--- config.mk ---
export PLATFORM = sky130hd
export DESIGN_NAME = vector_issue_queue
export DESIGN_NICKNAME = d
export VERILOG_FILES = /design/src/rtl/vector_issue_queue_pkg.sv /design/src/rtl/vector_issue_queue.sv
export SDC_FILE = /design/constraint.sdc
export NUM_CORES = 1
export LEC_CHECK = 0
export ABC_CLOCK_PERIOD_IN_PS = 3450
export BUFFER_PORTS_ARGS = -buffer_cell sky130_fd_sc_hd__buf_2
export CORE_MARGIN = 5
export CORE_UTILIZATION = 57
export DETAILED_ROUTE_END_ITERATION = 16
export HOLD_SLACK_MARGIN = 0.05
export PLACE_DENSITY = 0.79
export SKIP_CTS_REPAIR_TIMING = 1
export SYNTH_ARGS = -nofsm -noshare
export SYNTH_HDL_FRONTEND = slang
export SYNTH_SLANG_ARGS = --single-unit
--- constraint.sdc ---
create_clock -name clk -period 3.45 [get_ports clk]
set_input_delay 0.5175 -clock clk [delete_from_list [all_inputs] [get_ports clk]]
set_output_delay 0.5175 -clock clk [all_outputs]
set_load 0.01 [all_outputs]
--- src/rtl/vector_issue_queue_pkg.sv ---
// Shared vector-side types: the to_vector instruction format and the system default
// issue-queue depth.
package vector_issue_queue_pkg;

    localparam int unsigned VIQ_DEPTH = 4;

    typedef enum logic [1:0] {
        VecAlu,
        VecMul,
        VecLoad,
        VecStore
    } vec_class_e;

    typedef struct packed {
        vec_class_e  op_class;
        logic [5:0]  funct;
        logic [4:0]  vd;
        logic [4:0]  vs1;
        logic [4:0]  vs2;
        logic        vm;
        logic [31:0] scalar_op;
    } to_vector;

endpackage

--- src/rtl/vector_issue_queue.sv ---
// In-order issue buffer between the scalar pipeline and the vector unit.
// Define VIQ_BYPASS_EN to present a push on the output in the same cycle when empty.
module vector_issue_queue
    import vector_issue_queue_pkg::*;
#(
    parameter int unsigned DEPTH = VIQ_DEPTH
) (
    input  logic                   clk,
    input  logic                   rst,
    input  logic                   push_valid,
    input  to_vector               push_instr,
    output logic                   push_ready,
    input  logic                   flush,
    output logic                   valid_out,
    output to_vector               instr_out,
    input  logic                   pop,
    output logic [$clog2(DEPTH):0] occupancy
);

    localparam int unsigned PtrW = $clog2(DEPTH);
    localparam int unsigned CntW = PtrW + 1;
    localparam logic [CntW-1:0] Full = CntW'(DEPTH);

    to_vector        mem [DEPTH];
    logic [PtrW-1:0] wp_q, wp_d;
    logic [PtrW-1:0] rp_q, rp_d;
    logic [CntW-1:0] cnt_q, cnt_d;

    logic empty;
    logic bypass_take;
    logic push_fire;
    logic pop_fire;

    assign empty      = (cnt_q == '0);
    // No pass-through when full keeps push_ready off any path from pop.
    assign push_ready = (cnt_q < Full);
    assign occupancy  = cnt_q;

`ifdef VIQ_BYPASS_EN
    logic bypass;

    assign bypass      = empty && push_valid && !flush;
    // Consumed straight through: nothing is written and no pointer moves.
    assign bypass_take = bypass && pop;
    assign valid_out   = !empty || bypass;
    assign instr_out   = empty ? push_instr : mem[rp_q];
`else
    assign bypass_take = 1'b0;
    assign valid_out   = !empty;
    assign instr_out   = mem[rp_q];
`endif

    assign push_fire = push_valid && push_ready && !flush && !bypass_take;
    assign pop_fire  = pop && valid_out && !flush && !bypass_take;

    always_comb begin
        wp_d  = wp_q;
        rp_d  = rp_q;
        cnt_d = cnt_q;
        if (flush) begin
            wp_d  = '0;
            rp_d  = '0;
            cnt_d = '0;
        end else begin
            if (push_fire) begin
                wp_d = wp_q + PtrW'(1);
            end
            if (pop_fire) begin
                rp_d = rp_q + PtrW'(1);
            end
            case ({push_fire, pop_fire})
                2'b10:   cnt_d = cnt_q + CntW'(1);
                2'b01:   cnt_d = cnt_q - CntW'(1);
                default: cnt_d = cnt_q;
            endcase
        end
    end

    always_ff @(posedge clk or posedge rst) begin
        if (rst) begin
            wp_q  <= '0;
            rp_q  <= '0;
            cnt_q <= '0;
        end else begin
            wp_q  <= wp_d;
            rp_q  <= rp_d;
            cnt_q <= cnt_d;
        end
    end

    // Storage is deliberately left unreset; only the pointers define validity.
    always_ff @(posedge clk) begin
        if (push_fire) begin
            mem[wp_q] <= push_instr;
        end
    end

endmodule

==> impl_metrics.csv, run 1 <==
group,metric,value,unit
timing,hold_ws,226.6,ps
clock_network,clock_path_buffers,3,
power,irDropWorstVdd,0.0004236,V
clock_network,cts.sinks,231,
global_routing,antenna_found_initial,1,
die,initial_core_util,57.44,%
hold_path,min-delay-path-class,"in -> reg",
worst_setup_path,reg2reg_slack,1330,ps
synth,synth_xor_area_share,0.4057,%
flow_run,cap_violations,0,
clock_network,clock_latency,500,ps
worst_setup_path,crit_slowest_cell,"mux4_2",
placed_design,dp.final_hpwl,9349,um
synth,ys.flop_type,"edfxtp_1",
timing,slew_violations,0,
worst_setup_path,crit_start,"rp_q[0]",
synth,synth_area_leaders,"edfxtp_1, mux4_2, dfrtp_1",
worst_setup_path,crit_required,2930,ps
detailed_routing,drt_pass1_iterations,4,
die,ioPinCount,122,
clock_network,cts_tree,"built",
die,dieArea,17710,sq um
synth,ys_async_sr_fraction,3.030,%
synth,synth_edf_count,224,
final_layout,fillers,945,
worst_setup_path,reg2regPathDepth,8,
detailed_routing,drtIter0Drc,219,
timing,finalCritPeriodShare,83.93,%
run_status,status,"complete, no violations",
timing,max_slew_margin,55.71,%
timing,skew,12.44,ps
die,core_area,15030,sq um
timing,grt_setup_unrepaired,"no",
detailed_routing,drc,0,
timing,period_minus_slack,2895,ps
global_routing,grt_remaining_overflow,0,
synth,synthSimpleGateAreaFrac,1.449,%
placed_design,port_buffers,121,
worst_setup_path,crit_end,"instr_out[12]",
die,die_x,133.1,um
final_layout,layout-drive-gt1-share,44.34,%
synth,synth_compound_area_share,0.7680,%
worst_setup_path,crit_path_end_kind,"output pin",
die,die_y,133.1,um
global_routing,grt_usage,17.62,%
global_routing,grt_pass1_vias,4233,
power,p_leak,0.003439,uW
worst_setup_path,cp_slowest_stage_delay,600,ps
power,total_power,6134,uW
final_layout,syn_to_final_growth,17.78,%
timing,worst_slack,554.5,ps
final_layout,final_util,67.65,%
worst_setup_path,critPathLaunchType,"flip-flop",
synth,synth_top_area_cell,"edfxtp_1",
global_routing,grt_first_pass_wirelength,24060,um
synth,avgSynthCellArea,24.46,sq um
placed_design,place_congestion,0.7053,
clock_network,clk_root_buffer_cell,"clkbuf_16",
global_routing,grt_max_degree,35,
synth,synth_seq_cells,231,
synth,syn_inst,353,
synth,synth_mux_area_share,14.84,%
detailed_routing,wl_per_cell,21.82,um
synth,synth_top_family_by_area,"multiplexers",
detailed_routing,final_antenna_net_count,0,
detailed_routing,viasPerCell,5.685,
synth,synth_top_area_share,77.90,%
synth,synth_area,8635,sq um
worst_setup_path,critPathKind,"reg -> out",
synth,ys_warn_count,0,
timing,tightest_slew,664.3,ps
synth,synth_fa_ha_area_share,0.8115,%
timing,setup_violations,0,
power,powerDensity,603.1,nW/um^2
detailed_routing,wl,15300,um
worst_setup_path,r2r-start,"occupancy[0]",
worst_setup_path,path_cells,"buf_4 -> mux4_2 -> buf_2",
worst_setup_path,cp_max_fo,24,
timing,hold_viol_final,0,
synth,ys_seq_area_share,79.93,%
synth,synth_fp_nets,419,
placed_design,preCtsSetupSlack,997.1,ps
die,num_rows,45,
detailed_routing,vias,3985,
final_layout,final_nets,561,
timing,fin_setup_tns,0,ps
clock_network,h-tree-depth,1,
clock_network,cts.clk_slew.worst_paths,60,ps
timing,fmax,345.4,MHz
synth,synth.distinct_cells,28,
worst_setup_path,cp_data_arrival_time,2380,ps
worst_setup_path,timing.rr.end,"occupancy[2]",
clock_network,cts_buffers,23,
## cell usage after synthesis, types with 2 or more instances
cell type,count
mux4_2,56
nand3_1,3
buf_4,3
buf_12,3
nand2_1,3
o21ai_0,3
mux2i_1,2
edfxtp_1,224
xor2_1,2
dfrtp_1,7
clkbuf_1,3
inv_1,4
nand2b_1,2
buf_2,7
ha_1,4
xnor2_1,2
nor2_1,7
and2_1,4
nor2b_1,2
a21oi_1,4
## report_power, final
part           internal [uW]  switching (uW)
sequential              3180            57.5
combinational            346             349
clock                   1240             956
total                   4770            1360
## per-layer routing
layer | GRT usage [%] | share of wire (%)
met1 | 24.45 | 41
met4 | 4.273 | 1.9
met5 | 0 | 0.085
met2 | 28.78 | 50
met3 | 4.259 | 6.5
## through the flow
| stage | std cells | instance area (sq um) |
|---|---|---|
| final | 701 | 10170 |
| after floorplan | 353 | 8635 |
| after global placement | 657 | 9498 |
| after detailed placement | 657 | 9498 |
| after CTS | 699 | 10160 |
| after global routing | 700 | 10170 |
## critical path: cells and delay by family, from the launching register on
kind / cells / cell delay [ps]
buffers and inverters: 2 / 670
flip-flops: 1 / 590
multiplexers: 1 / 600
## cell families after synthesis
family | after synthesis
buf+inv | 21
mux | 58
flops | 231
compound gates | 10
xor+xnor | 4
simple gates | 24
fa+ha+maj | 5
## worst min path at each step
stage,slack [ps],end,depth (start not counted),start
after CTS,-30,occupancy[1],2,rst
after detailed placement,490,occupancy[2],2,rst
after floorplan,320,occupancy[0],1,rst
after global placement,490,rp_q[0],2,rst
after global routing,210,mem[0][34],1,push_instr[34]
final,230,mem[0][0],1,push_instr[0]
## sequential cells by signal, summed over array words and instances, names as in the netlist
register	flops
mem	224
occupancy	3
rp_q	2
wp_q	2
## area by class of cell
| class | count | area (sq um) | share of cell area (%) |
|---|---|---|---|
| Tap cell | 188 | 235.2 | 2.313 |
| Sequential cell | 231 | 6907 | 67.91 |
| Clock inverter | 8 | 42.54 | 0.4183 |
| Timing Repair Buffer | 134 | 768.2 | 7.554 |
| Multi-Input combinational cell | 101 | 1583 | 15.56 |
| Antenna cell | 1 | 2.502 | 0.02461 |
| Inverter | 4 | 15.01 | 0.1476 |
| Clock buffer | 34 | 616.8 | 6.065 |
## placed cells by master (no fill, tap or decap), types with 3 or more instances in the layout
cell type,n
mux4_2,56
clkbuf_1,11
buf_2,121
clkinv_2,6
dfrtp_1,5
buf_12,5
clkbuf_16,23
a21oi_1,4
buf_4,7
edfxtp_1,224
nand2_1,3
nor2_1,7
and2_2,4
nand3_1,3
o21ai_0,3
inv_1,4
ha_1,4
Note: power is estimated with default switching activity, not from simulation.
==> run 2, diff against run 1 <==
--- a/config.mk
+++ b/config.mk
@@ -5,7 +5,8 @@
 export SDC_FILE = /design/constraint.sdc
 export NUM_CORES = 1
 export LEC_CHECK = 0
-export ABC_CLOCK_PERIOD_IN_PS = 3450
+export ABC_AREA = 1
+export ABC_CLOCK_PERIOD_IN_PS = 2790
 export BUFFER_PORTS_ARGS = -buffer_cell sky130_fd_sc_hd__buf_2
 export CORE_MARGIN = 5
 export CORE_UTILIZATION = 57
==> constraint.sdc (replaced) <==
create_clock -name clk -period 2.79 [get_ports clk]
set_input_delay 0.4185 -clock clk [delete_from_list [all_inputs] [get_ports clk]]
set_output_delay 0.4185 -clock clk [all_outputs]
set_load 0.01 [all_outputs]
==> impl_metrics.csv, run 2 <==
group,metric,value,unit
die,num_rows,46,
detailed_routing,viasPerCell,5.696,
worst_setup_path,cp_max_fo,39,
placed_design,preCtsSetupSlack,684.3,ps
synth,synth_seq_cells,231,
worst_setup_path,critPathTopFamily,"buffers and inverters",
final_layout,largest_reg_flops,224,
detailed_routing,drtIter0Drc,325,
detailed_routing,drc,0,
synth,yosysMostFrequentCell,"edfxtp_1",
worst_setup_path,path_buf_inv,3,
timing,skew,20.75,ps
clock_network,cts.clk_slew.worst_paths,60,ps
final_layout,final_common_cell,"edfxtp_1",
synth,avgSynthCellArea,15.54,sq um
timing,hold_viol_final,0,
timing,slew_violations,0,
worst_setup_path,critPathKind,"reg -> out",
worst_setup_path,critPathLaunchType,"flip-flop",
run_status,status,"complete, no violations",
power,total_power,9560,uW
power,irDropWorstVdd,0.0006275,V
die,core_area,16000,sq um
die,die_x,138.1,um
detailed_routing,vias,5474,
timing,hold_ws,126.0,ps
global_routing,grt_first_pass_wirelength,29440,um
synth,ys_seq_area_share,73.77,%
clock_network,clock_path_buffers,3,
global_routing,grt_remaining_overflow,0,
detailed_routing,final_antenna_net_count,0,
worst_setup_path,cp_data_arrival_time,2210,ps
final_layout,instances_no_fill,961,
global_routing,antenna_found_initial,3,
final_layout,layout-drive-gt1-share,35.62,%
clock_network,cts_buffers,23,
hold_path,min-delay-path-class,"in -> reg",
synth,synth_top_area_share,71.90,%
final_layout,largest-register,"mem",
final_layout,final_cell_mix,"edfxtp_1, buf_2, o21ai_0, nor2_1, nor2_4",
clock_network,h-tree-depth,1,
detailed_routing,drt_pass1_iterations,4,
timing,fmax,381.1,MHz
final_layout,syn_to_final_growth,16.26,%
placed_design,port_buffers,121,
global_routing,grt_max_degree,114,
clock_network,clk_root_buffer_cell,"clkbuf_16",
synth,synth_fp_nets,668,
power,p_leak,0.003755,uW
timing,worst_slack,166.0,ps
worst_setup_path,crit_required,2370,ps
power,powerDensity,878.9,nW/um^2
synth,ys_warn_count,0,
clock_network,cts.sinks,231,
timing,finalCritPeriodShare,94.05,%
clock_network,clock_latency,510,ps
clock_network,cts_tree,"built",
die,dieArea,19070,sq um
worst_setup_path,crit_slowest_cell,"dfrtp_4",
placed_design,dp.final_hpwl,11180,um
synth,synth_edf_count,224,
placed_design,place_congestion,0.8438,
synth,syn_inst,602,
worst_setup_path,cp_slowest_stage_delay,510,ps
die,die_y,138.1,um
synth,synth_area,9355,sq um
detailed_routing,wl,18620,um
synth,ys_async_sr_fraction,3.030,%
detailed_routing,wl_per_cell,19.38,um
die,ioPinCount,122,
timing,setup_violations,0,
flow_run,cap_violations,0,
timing,grt_setup_unrepaired,"no",
die,initial_core_util,58.47,%
worst_setup_path,crit_path_end_kind,"output pin",
synth,yosys-top-cells-count,"edfxtp_1, o21ai_0, nor2_1",
timing,tightest_slew,496.4,ps
global_routing,grt_pass1_vias,5810,
timing,max_slew_margin,66.91,%
synth,synth_area_leaders,"edfxtp_1, o21ai_0, o22ai_2",
synth,synth_top_area_cell,"edfxtp_1",
synth,ys.flop_type,"edfxtp_1",
worst_setup_path,path_cells,"inv_6 -> buf_4 -> o21ai_0 -> o22ai_1 -> buf_2",
synth,synth.distinct_cells,26,
final_layout,final_nets,796,
placed_design,dp.cells,920,
global_routing,grt_usage,18.98,%
final_layout,final_util,67.98,%
timing,period_minus_slack,2624,ps
## run 2: worst paths after layout
| kind | from | endpoint | slack (ps) | cells after the start |
|---|---|---|---|---|
| setup / recovery | rp_q[0] | instr_out[36] | 170 | 5 |
| hold / removal | push_instr[41] | mem[0][41] | 130 | 1 |
| setup reg to reg | occupancy[2] | mem[2][30] | 880 | 4 |
| hold reg to reg | wp_q[0] | wp_q[0] | 560 | 1 |
| max in group asynchronous | rst | rp_q[0] | 2180 | 3 |
| min in group asynchronous | rst | rp_q[0] | 380 | 3 |
## run 2: worst reg2reg max path, stage by stage (launching register included)
cell     delay [ps]
dfrtp_1         410
inv_2           130
nand3_1         350
nor2_4          190
buf_4           440
## run 2: metal layers
layer  part of all wire, %  track usage, %  up-vias
met5                  0.14               0        -
met4                   2.3           5.668        6
met3                   7.5           5.000       36
met2                    53           34.92      187
met1                    37           21.76     2729
li1                      -               -     2516
## run 2: power breakdown
part | internal, uW | switching [uW]
clock | 1600 | 1170
combinational | 890 | 1650
sequential | 4130 | 109
total | 6620 | 2940
## run 2: kinds of logic (layout without fill, tap and decap cells)
logic type	Yosys count	in the layout	synth area share [%]
buffers and inverters	52	194	3.464
AOI/OAI and AO/OA	177	177	13.21
DFF	231	231	73.77
adders and majority gates	5	5	0.7490
and+or+nand+nor	137	137	8.800
other	0	1	0
## run 2: per-stage QoR
stage          TNS, ps  area (sq um)
2_1_floorplan  -177200          9355
3_3_place_gp         0         10200
3_5_place_dp         0         10200
4_1_cts              0         10860
5_1_grt              0         10870
6_report             0         10880
## run 2: cell type report
type	count	area, sq um
Tap cell	216	270.3
Clock buffer	32	609.3
Fill cell	1096	5124
Timing Repair Buffer	139	805.8
Antenna cell	1	2.502
Clock inverter	7	57.56
Multi-Input combinational cell	319	2160
Sequential cell	231	6907
Inverter	16	65.06
==> run 3, diff against run 2 <==
--- a/config.mk
+++ b/config.mk
@@ -12,8 +12,9 @@
 export CORE_UTILIZATION = 57
 export DETAILED_ROUTE_END_ITERATION = 16
 export HOLD_SLACK_MARGIN = 0.05
-export PLACE_DENSITY = 0.79
+export PLACE_DENSITY = 0.82
 export SKIP_CTS_REPAIR_TIMING = 1
 export SYNTH_ARGS = -nofsm -noshare
 export SYNTH_HDL_FRONTEND = slang
 export SYNTH_SLANG_ARGS = --single-unit
+export TNS_END_PERCENT = 50
==> impl_metrics.csv, run 3 (synthesis results as in run 2) <==
group,metric,value,unit
final_layout,final_common_cell,"edfxtp_1",
final_layout,final_cell_mix,"edfxtp_1, buf_2, o21ai_0, nor2_1, nor2_4",
timing,fmax,380.4,MHz
timing,slew_violations,0,
flow_run,cap_violations,0,
power,p_leak,0.003769,uW
detailed_routing,viasPerCell,5.648,
hold_path,min-delay-path-class,"in -> reg",
die,ioPinCount,122,
placed_design,preCtsSetupSlack,555.9,ps
global_routing,antenna_found_initial,2,
worst_setup_path,crit_start,"rp_q[0]",
detailed_routing,vias,5428,
timing,fin_setup_tns,0,ps
timing,period_minus_slack,2629,ps
die,num_rows,46,
placed_design,dpl_cell_area,10160,sq um
timing,setup_violations,0,
worst_setup_path,cp_slowest_stage_delay,510,ps
clock_network,clock_latency,500,ps
timing,worst_slack,161.3,ps
clock_network,cts_buffers,23,
worst_setup_path,r2r-start,"occupancy[2]",
detailed_routing,wl_per_cell,19.96,um
detailed_routing,drc,0,
worst_setup_path,reg2reg_slack,760,ps
clock_network,clk_root_buffer_cell,"clkbuf_16",
die,die_y,138.1,um
timing,grt_setup_unrepaired,"no",
final_layout,stdcell_area,10910,sq um
clock_network,clock_path_buffers,3,
die,die_x,138.1,um
timing,tightest_slew,621.3,ps
timing,skew,4.099,ps
detailed_routing,drt_pass1_iterations,5,
worst_setup_path,crit_path_end_kind,"output pin",
worst_setup_path,reg2regPathDepth,4,
timing,hold_ws,127.6,ps
die,dieArea,19070,sq um
global_routing,grt_first_pass_wirelength,30220,um
run_status,status,"complete, no violations",
worst_setup_path,critPathLaunchType,"flip-flop",
global_routing,grt_remaining_overflow,0,
final_layout,layout-drive-gt1-share,36.20,%
power,powerDensity,895.7,nW/um^2
final_layout,final_nets,795,
placed_design,place_congestion,0.8505,
worst_setup_path,path_cells,"inv_6 -> buf_12 -> o21ai_0 -> o22ai_2 -> buf_2",
clock_network,cts_tree,"built",
final_layout,largest-register,"mem",
hold_path,holdCritStartpoint,"push_instr[1]",
worst_setup_path,crit_required,2370,ps
worst_setup_path,crit_slowest_cell,"dfrtp_4",
die,core_area,16000,sq um
timing,finalCritPeriodShare,94.22,%
timing,hold_viol_final,0,
detailed_routing,final_antenna_net_count,0,
hold_path,hold_depth,1,
power,irDropWorstVdd,0.0006005,V
final_layout,syn_to_final_growth,16.61,%
clock_network,cts.sinks,231,
final_layout,largest_reg_flops,224,
detailed_routing,drtIter0Drc,397,
placed_design,dp.final_hpwl,11540,um
worst_setup_path,cp_max_fo,38,
global_routing,grt_usage,19.85,%
final_layout,fillers,1059,
global_routing,grt_pass1_vias,5521,
clock_network,cts.clk_slew.worst_paths,60,ps
final_layout,final_util,68.18,%
timing,max_slew_margin,58.58,%
detailed_routing,wl,19190,um
placed_design,port_buffers,121,
worst_setup_path,cp_data_arrival_time,2210,ps
global_routing,grt_max_degree,114,
clock_network,h-tree-depth,1,
worst_setup_path,critPathKind,"reg -> out",
die,initial_core_util,58.47,%
## run 3: layout make-up
class	count	area (sq um)	area share, %
Multi-Input combinational cell	319	2160	19.80
Inverter	16	65.06	0.5964
Clock inverter	13	142.6	1.307
Tap cell	216	270.3	2.477
Timing Repair Buffer	138	773.2	7.088
Sequential cell	231	6907	63.31
Clock buffer	26	586.8	5.379
Antenna cell	2	5.005	0.04588
## run 3: per-layer routing
layer | wire length (um) | vias up | global-route usage (%)
li1 | - | 2507 | -
met1 | 7576 | 2650 | 25.62
met2 | 9694 | 235 | 34.43
met3 | 1463 | 34 | 4.690
met4 | 445 | 2 | 4.680
met5 | 7 | - | 0
## run 3: worst max-delay path: cells and delay by family, from the launching register on
family	cells	cell delay, ps
DFF	1	510
AOI/OAI and AO/OA	2	320
buffers and inverters	3	860
## run 3: power breakdown
part	switching [uW]	total, uW	internal (uW)
clock network	1200	2980	1780
registers	108	4240	4130
logic	1680	2550	873
total	2980	9770	6790
## run 3: metrics by stage
step / total power (uW) / cells
2_1_floorplan: 6040 / 602
3_3_place_gp: 6745 / 919
3_5_place_dp: 6864 / 919
4_1_cts: 9860 / 958
5_1_grt: 10240 / 960
6_report: 9771 / 961
## run 3: final timing paths
check                           endpoint
setup / recovery           instr_out[14]
hold / removal                 mem[1][1]
setup reg to reg              mem[2][20]
hold reg to reg                  wp_q[0]
max in group asynchronous        rp_q[0]
min in group asynchronous        wp_q[0]
